`config.mk`:
```
export PLATFORM = sky130hd
export DESIGN_NAME = rom_loader
export DESIGN_NICKNAME = d
export VERILOG_FILES = /design/src/rtl/rom_loader_pkg.sv /design/src/rtl/rom_loader.sv
export SDC_FILE = /design/constraint.sdc
export NUM_CORES = 1
export LEC_CHECK = 0
export BUFFER_PORTS_ARGS = -buffer_cell sky130_fd_sc_hd__clkbuf_2
export CORE_MARGIN = 10
export CORE_UTILIZATION = 40
export CTS_BUF_LIST = sky130_fd_sc_hd__clkbuf_4 sky130_fd_sc_hd__clkbuf_8 sky130_fd_sc_hd__clkbuf_16
export CTS_CLUSTER_SIZE = 10
export DETAILED_ROUTE_END_ITERATION = 6
export GPL_TIMING_DRIVEN = 0
export SLEW_MARGIN = 15
export SYNTH_ARGS = -nofsm -noshare
export SYNTH_HDL_FRONTEND = slang
export SYNTH_SLANG_ARGS = --single-unit
```
`constraint.sdc`:
```
create_clock -name clock -period 6.13 [get_ports clock]
set_input_delay 0.613 -clock clock [delete_from_list [all_inputs] [get_ports clock]]
set_output_delay 0.613 -clock clock [all_outputs]
set_load 0.1 [all_outputs]
```
`src/rtl/rom_loader_pkg.sv`:
```
// Shared definitions for the ROM download writer: FSM state encoding and pad byte.
package rom_loader_pkg;

  typedef enum logic [2:0] {
    IDLE  = 3'd0,
    LOAD  = 3'd1,
    WRITE = 3'd2,
    FILL  = 3'd3,
    DONE  = 3'd4
  } rl_state_t;

  localparam logic [7:0] FILL_BYTE = 8'hFF;

endpackage

```
`src/rtl/rom_loader.sv`:
```
// Writes an HPS download byte stream into a KB-kilobyte ROM, pads the unwritten
// tail with FILL_BYTE, and reports a running byte sum plus completion.
module rom_loader
  import rom_loader_pkg::*;
#(
  parameter int         KB    = 16,
  parameter logic [7:0] INDEX = 8'd0,
  localparam int        AW    = $clog2(KB * 1024)
) (
  input  logic          clock,
  input  logic          reset,
  input  logic          dl_active,
  input  logic [7:0]    dl_index,
  input  logic          dl_wr,
  input  logic [24:0]   dl_addr,
  input  logic [7:0]    dl_data,
  output logic          dl_wait,
  output logic [AW-1:0] mem_a,
  output logic [7:0]    mem_d,
  output logic          mem_w,
  input  logic          mem_ready,
  output logic          busy,
  output logic          done,
  output logic          overrun,
  output logic [15:0]   sum,
  output rl_state_t     dbg_state
);

  localparam int            MEM_BYTES = KB * 1024;
  localparam logic [AW:0]   MEM_END   = (AW + 1)'(MEM_BYTES);
  localparam logic [AW-1:0] LAST_A    = AW'(MEM_BYTES - 1);

  // Handshake: a memory write transfers on every rising edge where mem_w and
  // mem_ready are both high; mem_a/mem_d/mem_w stay stable until that edge.
  // The source must not strobe dl_wr while dl_wait is high.

  rl_state_t     state, state_n;
  logic [AW-1:0] mem_a_n;
  logic [7:0]    mem_d_n;
  logic [15:0]   sum_n;
  logic [AW:0]   hwm, hwm_n;
  logic          overrun_n;
  logic          mem_w_n, dl_wait_n, busy_n, done_n;

  logic          start_hit;
  logic          byte_ok;
  logic [AW:0]   addr_p1;

  assign start_hit = dl_active && (dl_index == INDEX);
  assign byte_ok   = dl_wr && (dl_index == INDEX) && (dl_addr < 25'(MEM_BYTES));
  assign addr_p1   = {1'b0, dl_addr[AW-1:0]} + {{AW{1'b0}}, 1'b1};

  always_comb begin
    state_n   = state;
    mem_a_n   = mem_a;
    mem_d_n   = mem_d;
    sum_n     = sum;
    hwm_n     = hwm;
    overrun_n = overrun;

    case (state)
      IDLE, DONE: begin
        if (start_hit) begin
          state_n   = LOAD;
          sum_n     = '0;
          hwm_n     = '0;
          overrun_n = 1'b0;
        end
      end
      LOAD: begin
        // A strobe wins over the end of download so the last byte is never lost.
        if (byte_ok) begin
          state_n = WRITE;
          mem_a_n = dl_addr[AW-1:0];
          mem_d_n = dl_data;
          sum_n   = sum + {8'h00, dl_data};
          if (addr_p1 > hwm) hwm_n = addr_p1;
        end else if (!dl_active) begin
          mem_a_n = hwm[AW-1:0];
          mem_d_n = FILL_BYTE;
          state_n = (hwm < MEM_END) ? FILL : DONE;
        end
      end
      WRITE: begin
        if (dl_wr) overrun_n = 1'b1;
        if (mem_ready) state_n = LOAD;
      end
      FILL: begin
        if (mem_ready) begin
          if (mem_a == LAST_A) state_n = DONE;
          else                 mem_a_n = mem_a + {{(AW-1){1'b0}}, 1'b1};
        end
      end
      default: state_n = IDLE;
    endcase

    // Flag outputs are registered copies of the next-state decode.
    mem_w_n   = (state_n == WRITE) || (state_n == FILL);
    dl_wait_n = (state_n == WRITE);
    busy_n    = (state_n == LOAD) || (state_n == WRITE) || (state_n == FILL);
    done_n    = (state_n == DONE);
  end

  always_ff @(posedge clock) begin
    if (!reset) begin
      state   <= IDLE;
      mem_a   <= '0;
      mem_d   <= FILL_BYTE;
      mem_w   <= 1'b0;
      dl_wait <= 1'b0;
      busy    <= 1'b0;
      done    <= 1'b0;
      overrun <= 1'b0;
      sum     <= '0;
      hwm     <= '0;
    end else begin
      state   <= state_n;
      mem_a   <= mem_a_n;
      mem_d   <= mem_d_n;
      mem_w   <= mem_w_n;
      dl_wait <= dl_wait_n;
      busy    <= busy_n;
      done    <= done_n;
      overrun <= overrun_n;
      sum     <= sum_n;
      hwm     <= hwm_n;
    end
  end

  assign dbg_state = state;

endmodule

```
==> results.tsv <==
stage	metric	value	unit
status	outcome	finished, final reports clean	
timing	Slew @ Worst Pin	661	ps
route	Routed wire per std cell	17.1	um
clock_tree	TritonCTS clock tree	yes	
worst_setup_path	CP Data Required Time	6410	ps
floorplan	Core ar.	9730	um^2
synth	main combinational cell family by area after synthesis	simple AND/OR/NAND/NOR gates	
min_path	Hold Path Class	flop to flop	
synth	synthesized flop and latch total	61	
timing	worst hold margin	462	ps
synth	Net Count, Synth	581	
worst_setup_path	CP delay by family, top	simple AND/OR/NAND/NOR gates	
power	Leakage	1.94	nW
synth	Post-synth ARST share	0	
worst_setup_path	largest fanout on the critical path	10	
cells_and_area	ANT cells	0	
synth	Ys Warns	0	
floorplan	die height	120	um
clock_tree	Worst-Skew Late Latency	350	ps
timing	RSZ-0062 raised after global routing	no	
cells_and_area	most common cell after layout, fill and taps aside	clkbuf_2	
clock_tree	clock buffer depth	2	
worst_setup_path	Worst Path Arrival	3650	ps
clock_tree	Post-CTS Setup Bufs	0	
synth	Simple-Gate Fraction of Synth Area	0.260	
timing	total negative slack	0	ps
synth	EDFF count, synth	0	
cells_and_area	commonest non-fill, non-tap cells in the layout	88 x clkbuf_2, 69 x nand2_1, 61 x dfxtp_1	
timing	Fin. Hold Viols	0	
power	Max VDD drop	0.113	mV
clock_tree	clk sinks	61	
clock_tree	CTS resizes	0	
grt	number of global-route vias before repair	3933	
worst_setup_path	crit-path cells	clkbuf_1 -> and4_1 -> nand3_1 -> nor4_1 -> xor2_1 -> ha_1 -> nand2_1 -> nor2_1 -> nand3_1 -> a21oi_1 -> a31o_1 -> clkbuf_1 -> buf_2 -> mux2i_1	
floorplan	chip width	120	um
floorplan	Starting Density	0.410	
clock_tree	clk slew on worst S/H paths	70	ps
synth	Post-Synth XOR/XNOR Area	0.0417	
place	gp weighted congestion	0.882	
floorplan	Rows	36	
worst_setup_path	WP buf/inv	3	
timing	min cycle time layout	3370	ps
power	PwrDens	182	nW/um^2
timing	Final period util	0.550	
route	DRC viols	0	
cells_and_area	flip-flop and latch area	1220	um^2
floorplan	I/O pin cnt	92	
floorplan	die footprint	14400	um^2
synth	post-synthesis adder-cell area fraction	0.0834	
grt	first-pass GRT wire length	20500	um
route	via count	4208	
timing	final setup fails	0	
synth	Distinct cells, synth	61	
worst_setup_path	CP endpoint kind	flop	
timing	max_slew headroom	0.557	
worst_setup_path	Slowest cell on crit path	buf_2	
cells_and_area	fillers	1007	
clock_tree	CTS root buf	clkbuf_8	
worst_setup_path	CP Launch Type	input port	
clock_tree	H-tree lvl count	3	
worst_setup_path	kind of critical path	input port to flop	
grt	gr ovfl total	0	
grt	initial antenna violation count	0	
route	drt first-iter violations	275	
cells_and_area	area occupied by multi-input gates	2590	um^2
synth	Mapped Cells	509	
synth	area fraction in compound gates after synthesis	0.223	
place	placed wire-length estimate	9990	um
synth	Avg Inst Size Synth	7.84	um^2
cells_and_area	Post-layout nets	680	
place	input/output buffers	88	
cells_and_area	share of cells above drive strength 1	0.194	
worst_setup_path	r2r setup slk	3510	ps
clock_tree	Post-CTS Hold Fix Bufs	0	
synth	mapped cell area	3990	um^2
timing	max frequency	297	MHz
worst_setup_path	Largest stage delay, worst path	390	ps
timing	count of final max-slew check failures	0	
cells_and_area	area grow syn2layout	20.7	%
route	Via density	5.65	
job	Max Cap Violations	0	
route	final wirelength	12800	um
clock_tree	total CTS buffers	9	
grt	largest net degree at the start of global routing	11	
route	post-route ant nets	0	
synth	post-synthesis sequential area ratio	0.306	
grt	total track usage	0.175	
route	first-pass iteration count of the detailed router	5	
synth	mux share of post-synthesis cell area	0.0430	
synth	commonest register cell after synthesis	dfxtp_1	
timing	Final Skew	7.63	ps
-- sequential cells by signal (all words and copies together), names as in the netlist --
register / flops
hwm: 15
dbg_state: 3
overrun: 1
mem_w: 1
mem_d: 8
busy: 1
dl_wait: 1
done: 1
mem_a: 14
sum: 16
-- synthesized netlist by cell type, types with 5 or more instances --
master	n	area share
nor3_1	9	0.011
nand2_1	69	0.065
nor4_1	6	0.0094
dfxtp_1	61	0.31
mux2i_1	16	0.040
o22ai_1	8	0.013
o21ai_0	25	0.031
nand4_1	12	0.019
xnor2_1	11	0.024
clkbuf_1	19	0.018
buf_2	6	0.0075
ha_1	25	0.078
a21oi_1	51	0.064
or3_1	7	0.011
o21ai_1	7	0.0088
nand3_1	33	0.041
and2_1	6	0.0094
inv_1	18	0.017
a211oi_1	9	0.017
a21o_1	5	0.0094
xor2_1	8	0.018
nor2_1	32	0.030
-- per-layer routing --
layer  track usage  part of all wire
met2         0.272              0.45
met3        0.0375             0.070
met4        0.0611             0.017
met5             0                 0
met1         0.234              0.46
-- path summary, 6_finish.rpt --
path         startpoint      end  cells past startpoint
max          dl_addr[3]  hwm[11]                     14
min              hwm[1]   hwm[1]                      2
max reg2reg      hwm[4]  hwm[11]                      9
min reg2reg      hwm[1]   hwm[1]                      2
-- worst min-delay path: cells and delay by family (launching register included) --
kind          cells  cell delay [ps]
simple gates      1               50
mux               1               50
flops             1              310
-- where the power goes --
group / total, mW / leakage (nW) / switching, mW / internal, mW
Clock: 0.406 / 0.109 / 0.164 / 0.242
Sequential: 0.396 / 0.491 / 0.0000727 / 0.396
Combinational: 0.0715 / 1.34 / 0.0439 / 0.0276
Total: 0.874 / 1.94 / 0.208 / 0.665
-- metrics by stage --
| stage | util | std cells | power (mW) | worst slack (ps) | instance area [um^2] |
|---|---|---|---|---|---|
| after floorplan | - | 509 | 0.443 | 2910 | 3990 |
| after global placement | 0.472 | 730 | 0.475 | 2470 | 4600 |
| after detailed placement | 0.472 | 730 | 0.476 | 2440 | 4600 |
| after CTS | 0.495 | 745 | 0.880 | 2790 | 4810 |
| after global routing | 0.495 | 745 | 0.909 | 2480 | 4810 |
| final | 0.495 | 745 | 0.874 | 2760 | 4810 |
-- area by class of cell --
cell class | instances | area share
multi-input cells | 404 | 0.539
repair buffers | 88 | 0.0915
plain buffers | 25 | 0.0211
clock buffers | 11 | 0.0302
clock inverters | 4 | 0.0151
well taps | 133 | 0.0346
flip-flops and latches | 61 | 0.254
inverters | 19 | 0.0148
-- cells by family (layout without fill, tap and decap cells) --
kind of cell / after synthesis / after routing
XOR/XNOR: 19 / 19
buffers and inverters: 44 / 147
AO/OA/AOI/OAI: 140 / 140
flip-flops: 61 / 61
adder cells (fa/ha/maj): 26 / 26
multiplexers: 17 / 17
AND/OR/NAND/NOR: 202 / 202
No activity file was read; power rests on OpenSTA's default activity.
